### config.mk
export PLATFORM = sky130hd
export DESIGN_NAME = thor2021_soc_shell
export DESIGN_NICKNAME = d
export VERILOG_FILES = /design/src/rtl/thor2021_soc_shell.sv
export SDC_FILE = /design/constraint.sdc
export NUM_CORES = 1
export LEC_CHECK = 0
export ABC_AREA = 1
export CAP_MARGIN = 20
export CORE_MARGIN = 1.5
export CORE_UTILIZATION = 51
export CTS_CLUSTER_DIAMETER = 30
export DETAILED_ROUTE_END_ITERATION = 10
export PLACE_DENSITY = 0.8
export REMOVE_ABC_BUFFERS = 1
export SLEW_MARGIN = 5
export SYNTH_ARGS = -nofsm -noshare
export SYNTH_HDL_FRONTEND = slang
export SYNTH_SLANG_ARGS = --single-unit
### constraint.sdc
create_clock -name xclk -period 2.6 [get_ports xclk]
set_input_delay 0.26 -clock xclk [delete_from_list [all_inputs] [get_ports xclk]]
set_output_delay 0.26 -clock xclk [all_outputs]
set_load 0.01 [all_outputs]
### src/rtl/thor2021_soc_shell.sv
// thor2021_soc_shell: board-level shell for the Thor2021 FPGA target.
// Runs the DDR3 power-up/initialisation sequence on the memory pins,
// parks the HDMI/TMDS outputs in a fixed idle pattern, and shows init
// status, a heartbeat and switch state on the LEDs. Single clock (xclk).
// Ports:
//   xclk, cpu_resetn         clock and asynchronous active-low board reset
//   sw[7:0]                  board switches
//   led[7:0]                 {sw[7:2] delayed, heartbeat MSB, init done}
//   TMDS_OUT_*               HDMI clock/data pairs (idle pattern)
//   ddr3_ck_p/n              forwarded xclk
//   ddr3_cke/reset_n         DDR3 power-up control
//   ddr3_ras_n/cas_n/we_n    command pins, ddr3_ba/ddr3_addr with them
//   ddr3_dq, ddr3_dqs_p/n    never driven (high-Z)
//   ddr3_dm, ddr3_odt        tied low
module thor2021_soc_shell #(
  parameter int unsigned RST_CYCLES = 20,
  parameter int unsigned CKE_DELAY  = 50,
  parameter int unsigned TXPR       = 8,
  parameter int unsigned TMRD       = 4,
  parameter int unsigned TMOD       = 12,
  parameter int unsigned TZQINIT    = 64,
  parameter logic [14:0] MR0        = 15'h0520,
  parameter logic [14:0] MR1        = 15'h0044,
  parameter logic [14:0] MR2        = 15'h0008,
  parameter logic [14:0] MR3        = 15'h0000,
  parameter int unsigned HB_BITS    = 24
) (
  input  logic        xclk,
  input  logic        cpu_resetn,
  input  logic [7:0]  sw,
  output logic [7:0]  led,
  output logic        TMDS_OUT_clk_p,
  output logic        TMDS_OUT_clk_n,
  output logic [2:0]  TMDS_OUT_data_p,
  output logic [2:0]  TMDS_OUT_data_n,
  output logic        ddr3_ck_p,
  output logic        ddr3_ck_n,
  output logic        ddr3_cke,
  output logic        ddr3_reset_n,
  output logic        ddr3_ras_n,
  output logic        ddr3_cas_n,
  output logic        ddr3_we_n,
  output logic [2:0]  ddr3_ba,
  output logic [14:0] ddr3_addr,
  inout  wire  [15:0] ddr3_dq,
  inout  wire  [1:0]  ddr3_dqs_p,
  inout  wire  [1:0]  ddr3_dqs_n,
  output logic [1:0]  ddr3_dm,
  output logic        ddr3_odt
);

  localparam int unsigned CNT_W = 16;

  localparam logic [2:0]  CMD_NOP  = 3'b111;
  localparam logic [2:0]  CMD_MRS  = 3'b000;
  localparam logic [2:0]  CMD_ZQCL = 3'b110;
  localparam logic [14:0] ZQ_ADDR  = 15'h0400;

  typedef enum logic [3:0] {
    S_RST_HOLD, S_CKE_WAIT, S_XPR,
    S_MRS2, S_MRS2_W, S_MRS3, S_MRS3_W,
    S_MRS1, S_MRS1_W, S_MRS0, S_MRS0_W,
    S_ZQCL, S_ZQ_W, S_DONE
  } state_e;

  // Reset release synchroniser; assertion stays asynchronous.
  logic [1:0] rst_sync_q;
  logic       rst_n;

  always_ff @(posedge xclk or negedge cpu_resetn) begin
    if (!cpu_resetn) rst_sync_q <= 2'b00;
    else             rst_sync_q <= {rst_sync_q[0], 1'b1};
  end

  assign rst_n = rst_sync_q[1];

  // Init sequencer: one elapsed-cycle counter shared by all timed states.
  // Command pins are loaded on the edge that enters a command state, so
  // each command occupies exactly the one cycle spent in that state.
  state_e             state_q;
  logic [CNT_W-1:0]   cnt_q, cnt_d;
  logic               reset_n_q, cke_q, done_q;
  logic [2:0]         cmd_q, ba_q;
  logic [14:0]        addr_q;

  assign cnt_d = cnt_q + CNT_W'(1);

  always_ff @(posedge xclk or negedge rst_n) begin
    if (!rst_n) begin
      state_q   <= S_RST_HOLD;
      cnt_q     <= '0;
      reset_n_q <= 1'b0;
      cke_q     <= 1'b0;
      done_q    <= 1'b0;
      cmd_q     <= CMD_NOP;
      ba_q      <= 3'd0;
      addr_q    <= 15'd0;
    end else begin
      cmd_q  <= CMD_NOP;
      ba_q   <= 3'd0;
      addr_q <= 15'd0;
      cnt_q  <= cnt_d;
      case (state_q)
        S_RST_HOLD: if (cnt_q == CNT_W'(RST_CYCLES - 1)) begin
          state_q <= S_CKE_WAIT; cnt_q <= '0; reset_n_q <= 1'b1;
        end
        S_CKE_WAIT: if (cnt_q == CNT_W'(CKE_DELAY - 1)) begin
          state_q <= S_XPR; cnt_q <= '0; cke_q <= 1'b1;
        end
        S_XPR: if (cnt_q == CNT_W'(TXPR - 1)) begin
          state_q <= S_MRS2; cnt_q <= '0;
          cmd_q <= CMD_MRS; ba_q <= 3'd2; addr_q <= MR2;
        end
        S_MRS2: begin state_q <= S_MRS2_W; cnt_q <= '0; end
        S_MRS2_W: if (cnt_q == CNT_W'(TMRD - 1)) begin
          state_q <= S_MRS3; cnt_q <= '0;
          cmd_q <= CMD_MRS; ba_q <= 3'd3; addr_q <= MR3;
        end
        S_MRS3: begin state_q <= S_MRS3_W; cnt_q <= '0; end
        S_MRS3_W: if (cnt_q == CNT_W'(TMRD - 1)) begin
          state_q <= S_MRS1; cnt_q <= '0;
          cmd_q <= CMD_MRS; ba_q <= 3'd1; addr_q <= MR1;
        end
        S_MRS1: begin state_q <= S_MRS1_W; cnt_q <= '0; end
        S_MRS1_W: if (cnt_q == CNT_W'(TMRD - 1)) begin
          state_q <= S_MRS0; cnt_q <= '0;
          cmd_q <= CMD_MRS; ba_q <= 3'd0; addr_q <= MR0;
        end
        S_MRS0: begin state_q <= S_MRS0_W; cnt_q <= '0; end
        S_MRS0_W: if (cnt_q == CNT_W'(TMOD - 1)) begin
          state_q <= S_ZQCL; cnt_q <= '0;
          cmd_q <= CMD_ZQCL; addr_q <= ZQ_ADDR;
        end
        S_ZQCL: begin state_q <= S_ZQ_W; cnt_q <= '0; end
        S_ZQ_W: if (cnt_q == CNT_W'(TZQINIT - 1)) begin
          state_q <= S_DONE; cnt_q <= '0; done_q <= 1'b1;
        end
        S_DONE: cnt_q <= cnt_q;
        default: begin state_q <= S_RST_HOLD; cnt_q <= '0; end
      endcase
    end
  end

  assign ddr3_reset_n = reset_n_q;
  assign ddr3_cke     = cke_q;
  assign ddr3_ras_n   = cmd_q[2];
  assign ddr3_cas_n   = cmd_q[1];
  assign ddr3_we_n    = cmd_q[0];
  assign ddr3_ba      = ba_q;
  assign ddr3_addr    = addr_q;

  // Heartbeat, TMDS clock toggle and switch capture.
  logic [HB_BITS-1:0] hb_q, hb_d;
  logic               tmds_clk_q, tmds_clk_d;
  logic [5:0]         sw_q;

  assign hb_d       = hb_q + HB_BITS'(1);
  assign tmds_clk_d = ~tmds_clk_q;

  always_ff @(posedge xclk or negedge rst_n) begin
    if (!rst_n) begin
      hb_q       <= '0;
      tmds_clk_q <= 1'b0;
      sw_q       <= 6'd0;
    end else begin
      hb_q       <= hb_d;
      tmds_clk_q <= tmds_clk_d;
      sw_q       <= sw[7:2];
    end
  end

  assign led = {sw_q, hb_q[HB_BITS-1], done_q};

  // sw[1:0] have no LED.
  logic unused_sw;
  assign unused_sw = ^sw[1:0];

  assign TMDS_OUT_clk_p  = tmds_clk_q;
  assign TMDS_OUT_clk_n  = ~tmds_clk_q;
  assign TMDS_OUT_data_p = 3'b000;
  assign TMDS_OUT_data_n = 3'b111;

  // Memory clock is xclk forwarded straight to the pins.
  assign ddr3_ck_p = xclk;
  assign ddr3_ck_n = ~xclk;

  assign ddr3_dq    = {16{1'bz}};
  assign ddr3_dqs_p = {2{1'bz}};
  assign ddr3_dqs_n = {2{1'bz}};
  assign ddr3_dm    = 2'b00;
  assign ddr3_odt   = 1'b0;

endmodule

==> results.yml, run 1 <==
flow_run:
  cap_violations: 0
clocking:
  cts_setup_buffers: 0
  cts_tree: "yes"
  clkLatencyLatePin_ps: 450
  clkTransAtPathRegs_ps: 70
worst_hold_path:
  worstHoldPathCells: 1
  hold_class: "in2reg"
die:
  start_util_pct: 53.2
  dieHeight_um: 84.8
  core_area_um2: 6420
  fp.dieW_um: 84.8
  row_count: 29
  die_area_um2: 7200
  ios: 74
critical_path:
  end_kind: "primary output"
  crit_chain: "clkbuf_8, clkbuf_8, clkbuf_8, inv_1, dlygate4sd2_1"
  cp_max_fo: 11
  reg2regPathDepth: 10
  worst_ep_arrival_time_ps: 2050
  cp.depth: 5
  cpLargestDelayFamily: "buffers and inverters"
  crit_path_end: "ddr3_ck_n"
  slowest_stage: "dlygate4sd2_1"
  timing.rr.end: "cnt_q[1]$_DFFE_PN0P_"
  worstSetupPathType: "clk2out"
  r2r_start: "cnt_q[0]$_DFFE_PN0P_"
  critPathLaunchType: "clock port"
  crit_required_ps: 2340
  crit_buf_inv: 5
  regToRegSetupSlack_ps: 820
  crit_top_cell: "clkbuf_8"
  setup.worst_path.start: "xclk"
  slowest_delay_ps: 260
final_layout:
  final_common_cell: "nand2_1"
  final_area_um2: 3900
  antennaDiodeCount: 0
  final_cell_mix: "nand2_1 (85), dfrtp_1 (61), nor2_1 (43)"
  fin_nets: 447
  syn_to_final_growth_pct: 14.1
  layout-drive-gt1-share_pct: 11.9
sta:
  setup_viol: 0
  final-hold-violation-count: 0
  timing.setup.tns_ps: 0
  maxSlewHeadroom_pct: 40.3
  rsz0062_at_grt: "false"
  finalClockSkew_ps: 7.71
  slew_viol_final: 0
  tightest_slew_ps: 896
pwr:
  ir_worst_vdd_mv: 0.387
  power_density_nw_per_um2: 533
  p_leak_nw: 1.88
detailed_routing:
  dr.pass1.iters: 9
  wl_um: 6250
  drt_iter0_drc: 157
  drc: 7
  via_count: 2502
  vias_per_cell: 4.86
  antenna_left: 0
  wl_per_cell_um: 12.1
run_status:
  status: "complete, but fails checks"
  violations: "DRC"
yosys:
  ys_warn_count: 0
  netlist_top_cells_area: "dfrtp_1 (45%), buf_4 (9.9%), nand2_1 (9.3%)"
  ys_seq_elements: 64
  seq_area_frac_synth_pct: 47.0
  netlist_area_um2: 3420
  synth_top_area_share_pct: 45.4
  synth.distinct_cells: 34
  synth_largest_area_cell: "dfrtp_1"
  synthCells: 392
  syn_area_per_cell_um2: 8.71
placement:
  hpwl_um: 4520
  place_area_um2: 3660
  port_buffers: 32
  gp_congestion: 0.841
grt:
  grt_overflow: 0
  first_global_vias: 2447
  antenna_found_initial: 0
  grt_use_total_pct: 19.0
  grt_max_degree: 42
  grt_pass1_wl_um: 10500
==> synthesized netlist by cell type (all sizes together) <==
cell type / n
nand4: 7
o211ai: 3
o21bai: 2
buf: 45
ha: 4
o311ai: 1
nor4: 2
dfrtp: 62
o31ai: 2
dfstp: 2
a31o: 4
or2: 1
a21oi: 2
xnor2: 12
o21ai: 10
nand2: 87
nor3: 5
inv: 39
conb: 2
nor2: 59
nand3: 18
clkinv: 1
o22ai: 2
xor2: 19
nand3b: 1
==> sequential cells by signal, indices dropped and copies added (netlist names), 2 cells and up <==
name        flops
rst_sync_q      2
cmd_q           2
cnt_q          16
hb_q           24
ddr3_addr       4
state_q         4
ddr3_ba         2
sw_q            6
==> per-layer routing <==
metal	wire (um)	part of all wire, %	vias up	GRT usage [%]
met5	0	0	-	0
met4	102	1.6	0	8.35
met3	350	5.6	9	6.91
met2	3160	51	80	31.8
met1	2640	42	1179	22.1
li1	-	-	1234	-
==> kinds of logic (layout without fill, tap and decap cells) <==
family          Yosys count  in the layout  share of synthesized area, %
simple gates            180            180                          24.0
compound gates           26             26                          4.94
flops                    64             64                          47.0
buf+inv                  85             93                          14.4
other cells               2             40                         0.220
xor+xnor                 31             31                          7.95
fa+ha+maj                 4              4                          1.47
==> timing repair <==
item	in CTS	in global routing
endpoints found under the setup margin	1	0
hold endpoints to repair	2	0
hold buffers	1	0
gates resized for setup	1	0
==> worst min-delay path by stage <==
stage	slack, ps	from	end
after floorplan	-40	cpu_resetn	rst_sync_q[0]$_DFF_PN0_
after global placement	340	rst_sync_q[0]$_DFF_PN0_	rst_sync_q[1]$_DFF_PN0_
after detailed placement	340	rst_sync_q[0]$_DFF_PN0_	rst_sync_q[1]$_DFF_PN0_
after CTS	240	sw[5]	sw_q[3]$_DFF_PN0_
after global routing	230	sw[6]	sw_q[4]$_DFF_PN0_
final	250	sw[5]	sw_q[3]$_DFF_PN0_
==> final cells by class <==
class | instances | area (um2)
sequential | 64 | 1610
fill | 552 | 2530
tap | 77 | 96.3
clock inverter | 6 | 60.1
inverter | 39 | 151
timing repair buffer | 32 | 330
multi-input combinational | 281 | 1460
clock buffer | 16 | 191
==> metrics by stage <==
step	std cells	total power [W]	setup WS (ps)	utilization [%]	hold WS, ps
final	515	0.00208	291	60.7	252
after global routing	515	0.00217	228	60.7	231
after CTS	515	0.00211	268	60.7	237
after detailed placement	495	0.00118	499	57.0	342
after global placement	495	0.00117	499	57.0	337
after floorplan	385	0.00108	690	-	-35.6
==> report_power, final <==
part	total (W)	switching (W)	internal, W
Clock	0.00100	0.000421	0.000582
Combinational	0.0000593	0.0000383	0.0000210
Sequential	0.00102	0.0000135	0.00100
Total	0.00208	0.000472	0.00161
Note: power is estimated with default switching activity, not from simulation.
==> inputs of run 2 (changes only) <==
--- a/config.mk
+++ b/config.mk
@@ -11,7 +11,7 @@
 export CORE_UTILIZATION = 51
 export CTS_CLUSTER_DIAMETER = 30
 export DETAILED_ROUTE_END_ITERATION = 10
-export PLACE_DENSITY = 0.8
+export PLACE_DENSITY = 0.87
 export REMOVE_ABC_BUFFERS = 1
 export SLEW_MARGIN = 5
 export SYNTH_ARGS = -nofsm -noshare
==> run 2 against run 1 <==
  * The flow still finishes with violations (DRC)
  * Clock power increased by 5%
  * Register-to-register slack got worse by 30 ps
  * Hold slack got worse by 9.7 ps
  * Clock-buffer cell count decreased by 1
  * Sequential power about the same
  * Final area increased by 0.32%
  * Largest cell class unchanged
  * Largest power group is now clock
  * Total power increased by 2.2%
  * Cell count increased by 0.19%
  * Non-clock buffer count increased by 1
==> results.yml, run 2 (same netlist as run 1, synthesis figures left out) <==
worst_hold_path:
  hold_class: "in2reg"
  hold_path_startpoint: "sw[5]"
final_layout:
  layout-drive-gt1-share_pct: 12.5
  fin_nets: 448
  largest_reg_flops: 24
  instances_no_fill: 516
  reg.largest.list: "hb_q (24), cnt_q (16), sw_q (6)"
  final_cell_mix: "nand2_1 (85), dfrtp_1 (61), nor2_1 (43)"
  final_common_cell: "nand2_1"
  nFillCells: 533
  syn_to_final_growth_pct: 14.4
  top_register: "hb_q"
  antennaDiodeCount: 0
  utilization_pct: 60.9
die:
  ios: 74
  die_area_um2: 7200
  fp.dieW_um: 84.8
  core_area_um2: 6420
  row_count: 29
  start_util_pct: 53.2
  dieHeight_um: 84.8
detailed_routing:
  wl_per_cell_um: 12.6
  drc: 5
  wl_um: 6480
  drt_iter0_drc: 127
  antenna_left: 0
  dr.pass1.iters: 7
  via_count: 2591
  vias_per_cell: 5.02
placement:
  hpwl_um: 4670
  dpl.cell_count: 496
  port_buffers: 32
  gp_congestion: 0.863
sta:
  timing.setup.tns_ps: 0
  maxSlewHeadroom_pct: 61.6
  final-hold-violation-count: 0
  slew_viol_final: 0
  tightest_slew_ps: 576
  rsz0062_at_grt: "false"
  setup_viol: 0
  holdWs_ps: 242
  finalClockSkew_ps: 7.66
clocking:
  cts_tree: "yes"
  clkLatencyLatePin_ps: 450
  clkTransAtPathRegs_ps: 70
  cts_setup_buffers: 0
grt:
  first_global_vias: 2552
  grt_max_degree: 30
  antenna_found_initial: 0
  grt_overflow: 0
  grt_pass1_wl_um: 11200
  grt_use_total_pct: 20.3
critical_path:
  crit_top_cell: "clkbuf_8"
  setup.worst_path.start: "xclk"
  crit_required_ps: 2340
  crit_buf_inv: 5
  end_kind: "primary output"
  r2r_start: "cnt_q[0]$_DFFE_PN0P_"
  critPathLaunchType: "clock port"
  cpLargestDelayFamily: "buffers and inverters"
  cp_max_fo: 8
  worstSetupPathType: "clk2out"
  slowest_stage: "dlygate4sd2_1"
  slowest_delay_ps: 260
  crit_chain: "clkbuf_8, clkbuf_8, clkbuf_8, inv_1, dlygate4sd2_1"
  worst_ep_arrival_time_ps: 2060
run_status:
  status: "complete, but fails checks"
  violations: "DRC"
flow_run:
  cap_violations: 0
pwr:
  power_density_nw_per_um2: 543
  ir_worst_vdd_mv: 0.446
  finalPower_w: 0.00212
  p_leak_nw: 1.88
[run 2: timing repair]
item,4_1_cts,5_1_grt
setup endpoints to repair,1,0
hold buffers,1,0
resized for setup,1,0
endpoints found under the hold margin,2,0
[run 2: report_power, final]
group          internal (W)  leakage, nW  switching (W)
combinational     0.0000199        0.914      0.0000423
clock              0.000610        0.135       0.000439
sequential          0.00100        0.833     0.00000922
total               0.00163         1.88       0.000491
[run 2: worst reg2reg max path, delay by kind of cell, from the launching register on]
kind | cells | cell delay, ps
AND/OR/NAND/NOR | 8 | 1010
adder cells (fa/ha/maj) | 1 | 200
AO/OA/AOI/OAI | 1 | 60
flip-flops | 1 | 430
[run 2: metal layers]
metal,vias up,track usage (%),wire (um)
met2,83,33.1,3310
met5,-,0,0
met4,0,9.24,161
met1,1252,22.9,2610
met3,21,9.05,405
li1,1235,-,-
[run 2: final timing paths]
check | end | slack, ps | depth (start not counted)
min in group asynchronous | hb_q[3]$_DFF_PN0_ | 270 | 0
max reg2reg | cnt_q[1]$_DFFE_PN0P_ | 790 | 10
min | sw_q[3]$_DFF_PN0_ | 240 | 1
max | ddr3_ck_n | 280 | 5
max in group asynchronous | cnt_q[11]$_DFFE_PN0P_ | 1620 | 1
min reg2reg | hb_q[3]$_DFF_PN0_ | 270 | 0
[run 2: stage by stage]
step / area (um2) / worst slack, ps
6_report: 3910 / 285
5_1_grt: 3910 / 243
4_1_cts: 3910 / 264
3_5_place_dp: 3650 / 499
3_3_place_gp: 3650 / 499
2_1_floorplan: 3220 / 690
[run 2: layout make-up]
cell class | instances | area (um2) | area share (%)
repair buffers | 33 | 325 | 8.32
flip-flops and latches | 64 | 1610 | 41.1
multi-input cells | 281 | 1460 | 37.4
clock buffers | 15 | 198 | 5.06
clock inverters | 7 | 71.3 | 1.82
inverters | 39 | 151 | 3.87
well taps | 77 | 96.3 | 2.46
